==> config.mk <==
export PLATFORM = sky130hd
export DESIGN_NAME = axi_sim_dut
export DESIGN_NICKNAME = d
export VERILOG_FILES = /design/src/rtl/axi_sim_dut.sv
export SDC_FILE = /design/constraint.sdc
export NUM_CORES = 1
export LEC_CHECK = 0
export BUFFER_PORTS_ARGS = -buffer_cell sky130_fd_sc_hd__buf_4
export CORE_MARGIN = 5
export CORE_UTILIZATION = 50
export CTS_CLUSTER_DIAMETER = 30
export DETAILED_ROUTE_END_ITERATION = 16
export PLACE_DENSITY = 0.75
export SLEW_MARGIN = 10
export SYNTH_ARGS = -nofsm -noshare
export SYNTH_HDL_FRONTEND = slang
export SYNTH_SLANG_ARGS = --single-unit
==> constraint.sdc <==
create_clock -name aclk -period 5.8 [get_ports aclk]
set_input_delay 0.29 -clock aclk [delete_from_list [all_inputs] [get_ports aclk]]
set_output_delay 0.29 -clock aclk [all_outputs]
set_load 0.01 [all_outputs]
==> src/rtl/axi_sim_dut.sv <==
// AXI4-Lite traffic subsystem: fixed write/read-back master, scoreboarding passthrough, slave memory.
// Define AXI_SIM_PT_REG_EN to insert a full register slice on all five passthrough channels.
module axi_sim_dut #(
  parameter int unsigned ADDR_W    = 32,
  parameter int unsigned DATA_W    = 32,
  parameter int unsigned NUM_TXN   = 16,
  parameter int unsigned MEM_DEPTH = 16
) (
  input  logic       aclk,
  input  logic       aresetn,
  input  logic       start,
  input  logic       inject_err,
  output logic       busy,
  output logic       done,
  output logic       pass,
  output logic [7:0] wr_count,
  output logic [7:0] rd_count,
  output logic [7:0] err_count
);
  localparam int unsigned StrbW = DATA_W / 8;
  localparam int unsigned MemAw = $clog2(MEM_DEPTH);
  localparam int unsigned IdxW  = (NUM_TXN > 1) ? $clog2(NUM_TXN) : 1;
  localparam logic [1:0] RespOkay = 2'b00, RespSlverr = 2'b10;

  function automatic logic in_range(input logic [ADDR_W-1:0] addr);
    return (addr >> (MemAw + 2)) == '0;
  endfunction

  function automatic logic [MemAw-1:0] word_idx(input logic [ADDR_W-1:0] addr);
    return addr[MemAw+1:2];
  endfunction

  logic              m_awvalid, m_awready, s_awvalid, s_awready;
  logic [ADDR_W-1:0] m_awaddr, s_awaddr, m_araddr, s_araddr;
  logic              m_wvalid, m_wready, s_wvalid, s_wready;
  logic [DATA_W-1:0] m_wdata, s_wdata, m_rdata, s_rdata;
  logic [StrbW-1:0]  m_wstrb, s_wstrb;
  logic              m_bvalid, m_bready, s_bvalid, s_bready;
  logic [1:0]        m_bresp, s_bresp, m_rresp, s_rresp;
  logic              m_arvalid, m_arready, s_arvalid, s_arready;
  logic              m_rvalid, m_rready, s_rvalid, s_rready;

  // ---------------- master ----------------
  typedef enum logic [2:0] {StIdle, StWaddr, StWresp, StRaddr, StRdata} state_e;
  state_e          state_q;
  logic [IdxW-1:0] idx_q;
  logic            awvalid_q, wvalid_q, arvalid_q, busy_q, done_q;
  logic            start_acc;

  assign start_acc = start && (state_q == StIdle);
  assign m_awvalid = awvalid_q;
  assign m_wvalid  = wvalid_q;
  assign m_arvalid = arvalid_q;
  assign m_awaddr  = ADDR_W'(idx_q) << 2;
  assign m_araddr  = ADDR_W'(idx_q) << 2;
  assign m_wdata   = DATA_W'(32'hA5A5_0000) | DATA_W'(idx_q);
  assign m_wstrb   = '1;
  assign m_bready  = 1'b1;
  assign m_rready  = 1'b1;

  // The final R handshake goes straight back to idle with done set.
  always_ff @(posedge aclk or posedge aresetn) begin
    if (aresetn) begin
      state_q   <= StIdle;
      idx_q     <= '0;
      awvalid_q <= 1'b0;
      wvalid_q  <= 1'b0;
      arvalid_q <= 1'b0;
      busy_q    <= 1'b0;
      done_q    <= 1'b0;
    end else begin
      unique case (state_q)
        StIdle: if (start) begin
          state_q   <= StWaddr;
          idx_q     <= '0;
          awvalid_q <= 1'b1;
          wvalid_q  <= 1'b1;
          busy_q    <= 1'b1;
          done_q    <= 1'b0;
        end
        StWaddr: begin
          if (m_awready) awvalid_q <= 1'b0;
          if (m_wready) wvalid_q <= 1'b0;
          if ((!awvalid_q || m_awready) && (!wvalid_q || m_wready)) state_q <= StWresp;
        end
        StWresp: if (m_bvalid) begin
          if (idx_q == IdxW'(NUM_TXN - 1)) begin
            state_q   <= StRaddr;
            idx_q     <= '0;
            arvalid_q <= 1'b1;
          end else begin
            state_q   <= StWaddr;
            idx_q     <= idx_q + 1'b1;
            awvalid_q <= 1'b1;
            wvalid_q  <= 1'b1;
          end
        end
        StRaddr: if (m_arready) begin
          arvalid_q <= 1'b0;
          state_q   <= StRdata;
        end
        StRdata: if (m_rvalid) begin
          if (idx_q == IdxW'(NUM_TXN - 1)) begin
            state_q <= StIdle;
            busy_q  <= 1'b0;
            done_q  <= 1'b1;
          end else begin
            state_q   <= StRaddr;
            idx_q     <= idx_q + 1'b1;
            arvalid_q <= 1'b1;
          end
        end
        default: state_q <= StIdle;
      endcase
    end
  end

  // ---------------- passthrough ----------------
`ifdef AXI_SIM_PT_REG_EN
  localparam int unsigned PW = (ADDR_W > DATA_W + StrbW + 2) ? ADDR_W : DATA_W + StrbW + 2;
  // Channel order: 0 AW, 1 W, 2 AR (master->slave), 3 B, 4 R (slave->master).
  logic [4:0]    sl_in_v, sl_in_r, sl_out_v, sl_out_r;
  logic [PW-1:0] sl_in_d  [5];
  logic [PW-1:0] sl_out_d [5];

  assign sl_in_v    = {s_rvalid, s_bvalid, m_arvalid, m_wvalid, m_awvalid};
  assign sl_out_r   = {m_rready, m_bready, s_arready, s_wready, s_awready};
  assign sl_in_d[0] = PW'(m_awaddr);
  assign sl_in_d[1] = PW'({m_wstrb, m_wdata});
  assign sl_in_d[2] = PW'(m_araddr);
  assign sl_in_d[3] = PW'(s_bresp);
  assign sl_in_d[4] = PW'({s_rresp, s_rdata});

  assign m_awready = sl_in_r[0];
  assign m_wready  = sl_in_r[1];
  assign m_arready = sl_in_r[2];
  assign s_bready  = sl_in_r[3];
  assign s_rready  = sl_in_r[4];
  assign s_awvalid = sl_out_v[0];
  assign s_wvalid  = sl_out_v[1];
  assign s_arvalid = sl_out_v[2];
  assign m_bvalid  = sl_out_v[3];
  assign m_rvalid  = sl_out_v[4];
  assign s_awaddr           = sl_out_d[0][ADDR_W-1:0];
  assign {s_wstrb, s_wdata} = sl_out_d[1][DATA_W+StrbW-1:0];
  assign s_araddr           = sl_out_d[2][ADDR_W-1:0];
  assign m_bresp            = sl_out_d[3][1:0];
  assign {m_rresp, m_rdata} = sl_out_d[4][DATA_W+1:0];

  // Skid buffer: input ready comes only from a flop, so no ready path crosses the slice.
  for (genvar c = 0; c < 5; c++) begin : g_slice
    logic          out_v_q, skid_v_q;
    logic [PW-1:0] out_d_q, skid_d_q;

    assign sl_in_r[c]  = !skid_v_q;
    assign sl_out_v[c] = out_v_q;
    assign sl_out_d[c] = out_d_q;

    always_ff @(posedge aclk or posedge aresetn) begin
      if (aresetn) begin
        out_v_q  <= 1'b0;
        skid_v_q <= 1'b0;
        out_d_q  <= '0;
        skid_d_q <= '0;
      end else if (sl_out_r[c] || !out_v_q) begin
        if (skid_v_q) begin
          out_v_q  <= 1'b1;
          out_d_q  <= skid_d_q;
          skid_v_q <= 1'b0;
        end else begin
          out_v_q <= sl_in_v[c];
          out_d_q <= sl_in_d[c];
        end
      end else if (sl_in_v[c] && !skid_v_q) begin
        skid_v_q <= 1'b1;
        skid_d_q <= sl_in_d[c];
      end
    end
  end
`else
  assign s_awvalid = m_awvalid;
  assign s_awaddr  = m_awaddr;
  assign m_awready = s_awready;
  assign s_wvalid  = m_wvalid;
  assign s_wdata   = m_wdata;
  assign s_wstrb   = m_wstrb;
  assign m_wready  = s_wready;
  assign m_bvalid  = s_bvalid;
  assign m_bresp   = s_bresp;
  assign s_bready  = m_bready;
  assign s_arvalid = m_arvalid;
  assign s_araddr  = m_araddr;
  assign m_arready = s_arready;
  assign m_rvalid  = s_rvalid;
  assign m_rdata   = s_rdata;
  assign m_rresp   = s_rresp;
  assign s_rready  = m_rready;
`endif

  logic [DATA_W-1:0] shadow_q [MEM_DEPTH];
  logic [MemAw-1:0]  rd_idx_q;
  logic [7:0]        wr_q, rd_q, err_q, err_d;
  logic              wr_hs, b_hs, ar_hs, r_hs, b_err, r_err;
  logic [8:0]        err_sum;

  assign wr_hs = s_awvalid && s_awready && s_wvalid && s_wready;
  assign b_hs  = m_bvalid && m_bready;
  assign ar_hs = m_arvalid && m_arready;
  assign r_hs  = m_rvalid && m_rready;

  always_comb begin
    b_err   = b_hs && (m_bresp != RespOkay);
    r_err   = r_hs && ((m_rresp != RespOkay) || (m_rdata != shadow_q[rd_idx_q]));
    err_sum = {1'b0, err_q} + 9'(b_err) + 9'(r_err);
    err_d   = err_sum[8] ? 8'hFF : err_sum[7:0];
  end

  always_ff @(posedge aclk or posedge aresetn) begin
    if (aresetn) begin
      wr_q     <= '0;
      rd_q     <= '0;
      err_q    <= '0;
      rd_idx_q <= '0;
      for (int unsigned i = 0; i < MEM_DEPTH; i++) shadow_q[i] <= '0;
    end else begin
      if (start_acc) begin
        wr_q  <= '0;
        rd_q  <= '0;
        err_q <= '0;
      end else begin
        if (b_hs) wr_q <= wr_q + 8'd1;
        if (r_hs) rd_q <= rd_q + 8'd1;
        err_q <= err_d;
      end
      if (wr_hs && in_range(s_awaddr)) begin
        for (int unsigned b = 0; b < StrbW; b++) begin
          if (s_wstrb[b]) shadow_q[word_idx(s_awaddr)][8*b +: 8] <= s_wdata[8*b +: 8];
        end
      end
      if (ar_hs) rd_idx_q <= word_idx(m_araddr);
    end
  end

  // ---------------- slave ----------------
  logic [DATA_W-1:0] mem_q [MEM_DEPTH];
  logic              aw_rdy_q, bvalid_q, ar_rdy_q, rvalid_q;
  logic [1:0]        bresp_q, rresp_q;
  logic [DATA_W-1:0] rdata_q;
  logic              sl_wr_hs, sl_rd_hs;

  assign s_awready = aw_rdy_q;
  assign s_wready  = aw_rdy_q;
  assign s_bvalid  = bvalid_q;
  assign s_bresp   = bresp_q;
  assign s_arready = ar_rdy_q;
  assign s_rvalid  = rvalid_q;
  assign s_rresp   = rresp_q;
  assign s_rdata   = rdata_q ^ DATA_W'(inject_err);
  assign sl_wr_hs  = aw_rdy_q && s_awvalid && s_wvalid;
  assign sl_rd_hs  = ar_rdy_q && s_arvalid;

  always_ff @(posedge aclk or posedge aresetn) begin
    if (aresetn) begin
      aw_rdy_q <= 1'b0;
      bvalid_q <= 1'b0;
      bresp_q  <= RespOkay;
      ar_rdy_q <= 1'b0;
      rvalid_q <= 1'b0;
      rresp_q  <= RespOkay;
      rdata_q  <= '0;
      for (int unsigned i = 0; i < MEM_DEPTH; i++) mem_q[i] <= '0;
    end else begin
      aw_rdy_q <= s_awvalid && s_wvalid && !bvalid_q && !aw_rdy_q;
      ar_rdy_q <= s_arvalid && !rvalid_q && !ar_rdy_q;
      if (s_bready) bvalid_q <= 1'b0;
      if (s_rready) rvalid_q <= 1'b0;
      if (sl_wr_hs) begin
        bvalid_q <= 1'b1;
        bresp_q  <= in_range(s_awaddr) ? RespOkay : RespSlverr;
        if (in_range(s_awaddr)) begin
          for (int unsigned b = 0; b < StrbW; b++) begin
            if (s_wstrb[b]) mem_q[word_idx(s_awaddr)][8*b +: 8] <= s_wdata[8*b +: 8];
          end
        end
      end
      if (sl_rd_hs) begin
        rvalid_q <= 1'b1;
        rresp_q  <= in_range(s_araddr) ? RespOkay : RespSlverr;
        rdata_q  <= in_range(s_araddr) ? mem_q[word_idx(s_araddr)] : '0;
      end
    end
  end

  assign busy      = busy_q;
  assign done      = done_q;
  assign pass      = done_q && (err_q == 8'd0);
  assign wr_count  = wr_q;
  assign rd_count  = rd_q;
  assign err_count = err_q;
endmodule

### Yosys cells after proc, flatten, opt, wreduce, memory -nomap -nowiden

Index checks and enable logic that the tools add are counted.

| storage, ports and cells | value |
|---|---|
| input port bits | 4 |
| output and inout port bits | 27 |
| bits in registers | 1099 |

| operators by class | value |
|---|---|
| muxes and demuxes | 66 |
| bitwise operators | 3 |
| add/sub/neg operators | 4 |
| order comparisons | 3 |
| equal/unequal tests | 16 |
| reductions and logical operators | 31 |

Operators by type and width:

| cell | number |
|---|---|
| $bwmux 512 | 8 |
| $mux 512 | 6 |
| $demux 32 s4 | 4 |
| $bmux 32 s4 | 2 |
| $mux 32 | 5 |
| $mux 8 | 7 |
| $ne 32x32->1 | 1 |
| $xor 32x1->32 | 1 |
| $mux 24 | 1 |
| $mux 4 | 5 |
| $ne 2x2->1 const B | 10 |
| $add 8x1->8 const B | 2 |
| $mux 16 | 1 |
| $mux 3 | 5 |
| $pmux 3 s5 | 1 |
| $reduce_and 5->1 | 3 |
| $mux 1 | 14 |
| $logic_and 1x1->1 | 12 |
| $pmux 4 s3 | 1 |
| $ge 5x5->1 const B | 2 |
| $not 4->5 | 2 |
| $add 8x1->9 | 1 |
| $reduce_bool 3->1 | 3 |
| $logic_not 8->1 | 1 |
| other kinds (15) | 25 |

### Longest topological paths before layout

| logic depth | value |
|---|---|
| depth in word-level cells | 12 |
| mapped depth | 14 |
| gate-level depth less buffers | 12 |

### Worst setup path after synthesis

No wires, ideal clock.

| path | value |
|---|---|
| kind | reg-to-reg |
| start | register rd_idx_q[0] |
| end | register err_q[4], in the netlist err_count[4] |
| data required time | 5.668 ns |
| setup slack | 3.097 ns |
| data arrival time | 2.571 ns |
| stages on the path, launching flop included | 11 |
| path buffers | 1 |
| clock period less this slack | 2.703 ns |
| setup time | 0.132 ns |
| cells stage by stage | dfrtp_1 buf_2 mux4_2 a221oi_1 xor2_1 a31oi_1 ha_1 ha_1 and3_1 o21ai_0 nor2_1 |

| between the ends | value |
|---|---|
| longest elaborated chain between the ends | 9 |

RTL lines:

| item | line | source |
|---|---|---|
| start: declaration | 201 | `logic [MemAw-1:0] rd_idx_q;` |
| start signal: assignment | 240 | `if (ar_hs) rd_idx_q <= word_idx(m_araddr);` |
| $not 4->5 (not written as such) | 213 | `r_err = r_hs && ((m_rresp != RespOkay) \|\| (m_rdata != shadow_q[rd_idx_q]));` |
| $bmux 32 s4 | 213 |  |
| $mux 32 (not written as such) (2 in series) | 213 |  |
| $ne 32x32->1 | 213 |  |
| $logic_and 1x1->1 | 213 |  |
| $add 8x1->9 | 214 | `err_sum = {1'b0, err_q} + 9'(b_err) + 9'(r_err);` |
| $mux 8 | 215 | `err_d = err_sum[8] ? 8'hFF : err_sum[7:0];` |
| $mux 8 | 226 | `if (start_acc) begin` |
| end signal: assignment | 233 | `err_q <= err_d;` |
| end: declaration | 202 | `logic [7:0] wr_q, rd_q, err_q, err_d;` |

No other way between the ends. The select of a mux whose other input is x is not followed.
A chain may end at the register's enable or synchronous reset.

### Worst setup path in the final report

| path | value |
|---|---|
| start | register rd_idx_q[1] |
| end | register err_q[4], in the netlist err_count[4] |

Same word-level chain as after synthesis.

==> flow_summary.ini <==
[clock_tree]
cts.path.max_buffers = 2
holdBufCountCts = 0
cts_tree = done
clkLatencyLatePin_ns = 0.43
htree_levels = 4
cts_made_buffers = 17
post_cts_resized = 0
cts_root_buf = clkbuf_16
post_cts_buffers = 0
clock-sinks = 145
path_clk_slew_ns = 0.07

[die]
pin_count = 31
fp-row-count = 44
initial_utilization_pct = 50.72
die_y_um = 131.0
core_area_um2 = 14420
dieArea_um2 = 17150
die_w_um = 131.0

[worst_setup_path]
end_kind = flop
crit_fanout = 11
critical-path-max-stage-delay_ns = 0.75
worstPathArrival_ns = 3.89
worstPathCellList = nor2b_1, a22oi_1, and3_1, o221ai_1, o22ai_1, a31oi_1, ha_1, ha_1, and3_1, nand3_1, o21ai_0, nor2_1
required_ns = 6.09
cp_slowest_cell = nor2b_1
start_kind = flop
setup.worst_path.class = reg -> reg

[timing]
worst-slew-pin-transition_ns = 0.8574
finalSetupTns_ns = 0
relSlewSlack_pct = 42.72
finalSetupViolations = 0
rsz0062_at_grt = no
holdWs_ns = -0.01573
drv_slew = 0
finalCritPeriodShare_pct = 62.05
max_freq_mhz = 277.9
fin_crit_ns = 3.599
finClkSkew_ns = 0.009171
finalHoldViolations = 11

[logic_synthesis]
netlist_area_um2 = 7316
ys_seq_area_share_pct = 49.60
muxShareOfSynthArea_pct = 22.97
ys_async_sr_fraction_pct = 100.0
synth_nets = 609
synth_top_family_by_area = multiplexers
synthFlopType = dfrtp_1
ys_ff_latch = 145
synth_edf_count = 0
synthXorXnorAreaFrac_pct = 2.754
netlist_instances = 597
synth.distinct_cells = 49
synth_compound_area_share_pct = 6.089
synth.avg_cell_area_um2 = 12.25
yosys.area_share.simple_pct = 14.50
synth_adder_area_share_pct = 1.368
ys_warn_count = 0

[drt]
vias_per_cell = 6.109
vias = 5003
dr.pass1.iters = 5
wl_per_cell_um = 20.51
remaining_drc_errors = 0
first_iter_violations = 406
wirelength_um = 16800
antenna_left = 0

[flow_run]
cap_violations = 0

[place]
place_hpwl_um = 11500
io_buffers = 30
place_inst = 788
place_congestion = 0.9213

[cells_and_area]
area_delta_synth_final_pct = 12.60
fin_cells = 819
layout.nets = 635
drive_gt1_share_pct = 26.30
final_util_pct = 57.11
antennaDiodeCount = 0

[global_routing]
track_usage_pct = 21.47
grt_max_degree = 83
grt_pass1_vias = 5102
antenna_found_initial = 0
grt_pass1_wl_um = 27870
grt_overflow = 0

[power_and_ir_drop]
ir_worst_vdd_mv = 0.2004
leakage_nw = 3.864
power_density_nw_per_um2 = 254.7
fin_total_pwr_mw = 2.098

[status]
violations = hold timing
status = finished, violations left

[worst_hold_path]
hold_path_class = in -> async
[where the power goes]
group	switching (mW)	leakage (nW)	internal, mW	total, mW
registers	0	1.92	1.01	1.01
clock network	0.430	0.270	0.632	1.06
logic	0.0212	1.68	0.00268	0.0239
total	0.452	3.86	1.65	2.10
[worst paths after layout]
path,startpoint,endpoint,slack (ns),cells after the start
min in group aclk,start,busy,0.18,3
min reg2reg,ar_rdy_q,ar_rdy_q,0.48,1
min,aresetn,mem_q[288],-0.02,2
max in group asynchronous,aresetn,rd_idx_q[0],4.45,3
max reg2reg,rd_idx_q[1],err_count[4],2.20,12
max,rd_idx_q[1],err_count[4],2.20,12
[kinds of logic after synthesis]
kind of cell    after synthesis
compound gates               69
xor+xnor                     23
fa+ha+maj                     8
buf+inv                      42
flops                       145
mux                         105
simple gates                205
[synthesized netlist by cell type (2+ instances only)]
library cell    n  area, µm²
a21oi_1        15      75.07
mux4_2         25      563.0
nand4_1         5      31.28
and3_1          6      37.54
a22oi_1         8      60.06
nand2b_1       13      81.33
ha_1            8      100.1
inv_1          13      48.80
xnor2_1         7      61.31
nor2b_1        11      68.82
a41oi_1         2      17.52
dfrtp_1       145       3628
or2_2          40      250.2
o221ai_1        2      17.52
nand3b_1        2      15.01
nand3_1        18      90.09
buf_2           9      45.04
a221oi_1        4      35.03
nand2_1        35      131.4
a22o_1          4      35.03
clkbuf_1       13      48.80
mux2i_1        31      310.3
and2_1         13      81.33
o211ai_1        2      15.01
mux2_2         32      360.4
xor2_1         16      140.1
o21ai_0        22      110.1
mux4_1         17      446.7
nor3_1          5      25.02
buf_4           2      15.01
buf_6           3      33.78
a31oi_1         3      18.77
nor2_1         49      183.9
or3_1           2      12.51
[sequential cells by signal, summed over array words and instances, names as in the netlist]
register and count:
m_wvalid 1, done 1, aw_rdy_q 1, rdata_q 6, err_count 8, wr_count 8
idx_q 4, ar_rdy_q 1, mem_q 42, shadow_q 54, m_rvalid 1, rd_count 8
arvalid_q 1, rd_idx_q 4, state_q 3, busy 1, b_hs 1
[layout make-up]
class | count | area, µm²
Tap cell | 184 | 230.2
Fill cell | 1153 | 6186
Multi-Input combinational cell | 410 | 3488
Sequential cell | 145 | 3630
Timing Repair Buffer | 35 | 262.8
Clock inverter | 12 | 136.4
Inverter | 14 | 57.56
Clock buffer | 19 | 432.9
[cell usage in the layout, fill, tap and decap left out, types with 3 or more instances in the layout]
master	instances
a21oi_1	15
a221oi_1	4
a22o_1	4
a22oi_1	8
a31oi_1	3
and2_1	13
and3_1	6
buf_4	35
clkbuf_16	17
clkinv_4	3
clkinvlp_4	3
dfrtp_1	144
ha_1	8
inv_1	12
inv_6	3
mux2_2	32
mux2i_1	31
mux4_1	17
mux4_2	25
nand2_1	35
nand2b_1	13
nand3_1	18
nand4_1	5
nor2_1	49
nor2b_1	11
nor3_1	5
o21ai_0	22
or2_2	40
xnor2_1	7
xor2_1	16
[layer usage]
metal	up-vias	global-route usage (%)	routed length (µm)
met5	-	0	0
met4	0	8.348	421
met3	37	7.073	1211
met2	173	33.09	8210
met1	2578	28.36	6956
li1	2215	-	-
[per-stage QoR]
step	hold WS, ns	area [µm²]	worst slack, ns
finish	-0.01573	8238	2.201
global route	0.04111	8238	1.959
CTS	0.01386	8238	2.245
detailed placement	0.4593	7669	2.281
global placement	0.4486	7669	2.266
floorplan	0.4300	7316	1.615
[critical path, delay by kind of cell (launching register included)]
kind            cells  cell delay [ns]
simple gates        5             1.32
compound gates      5             0.98
flops               1             0.61
fa+ha+maj           2             0.53
Note: power is estimated with default switching activity, not from simulation.
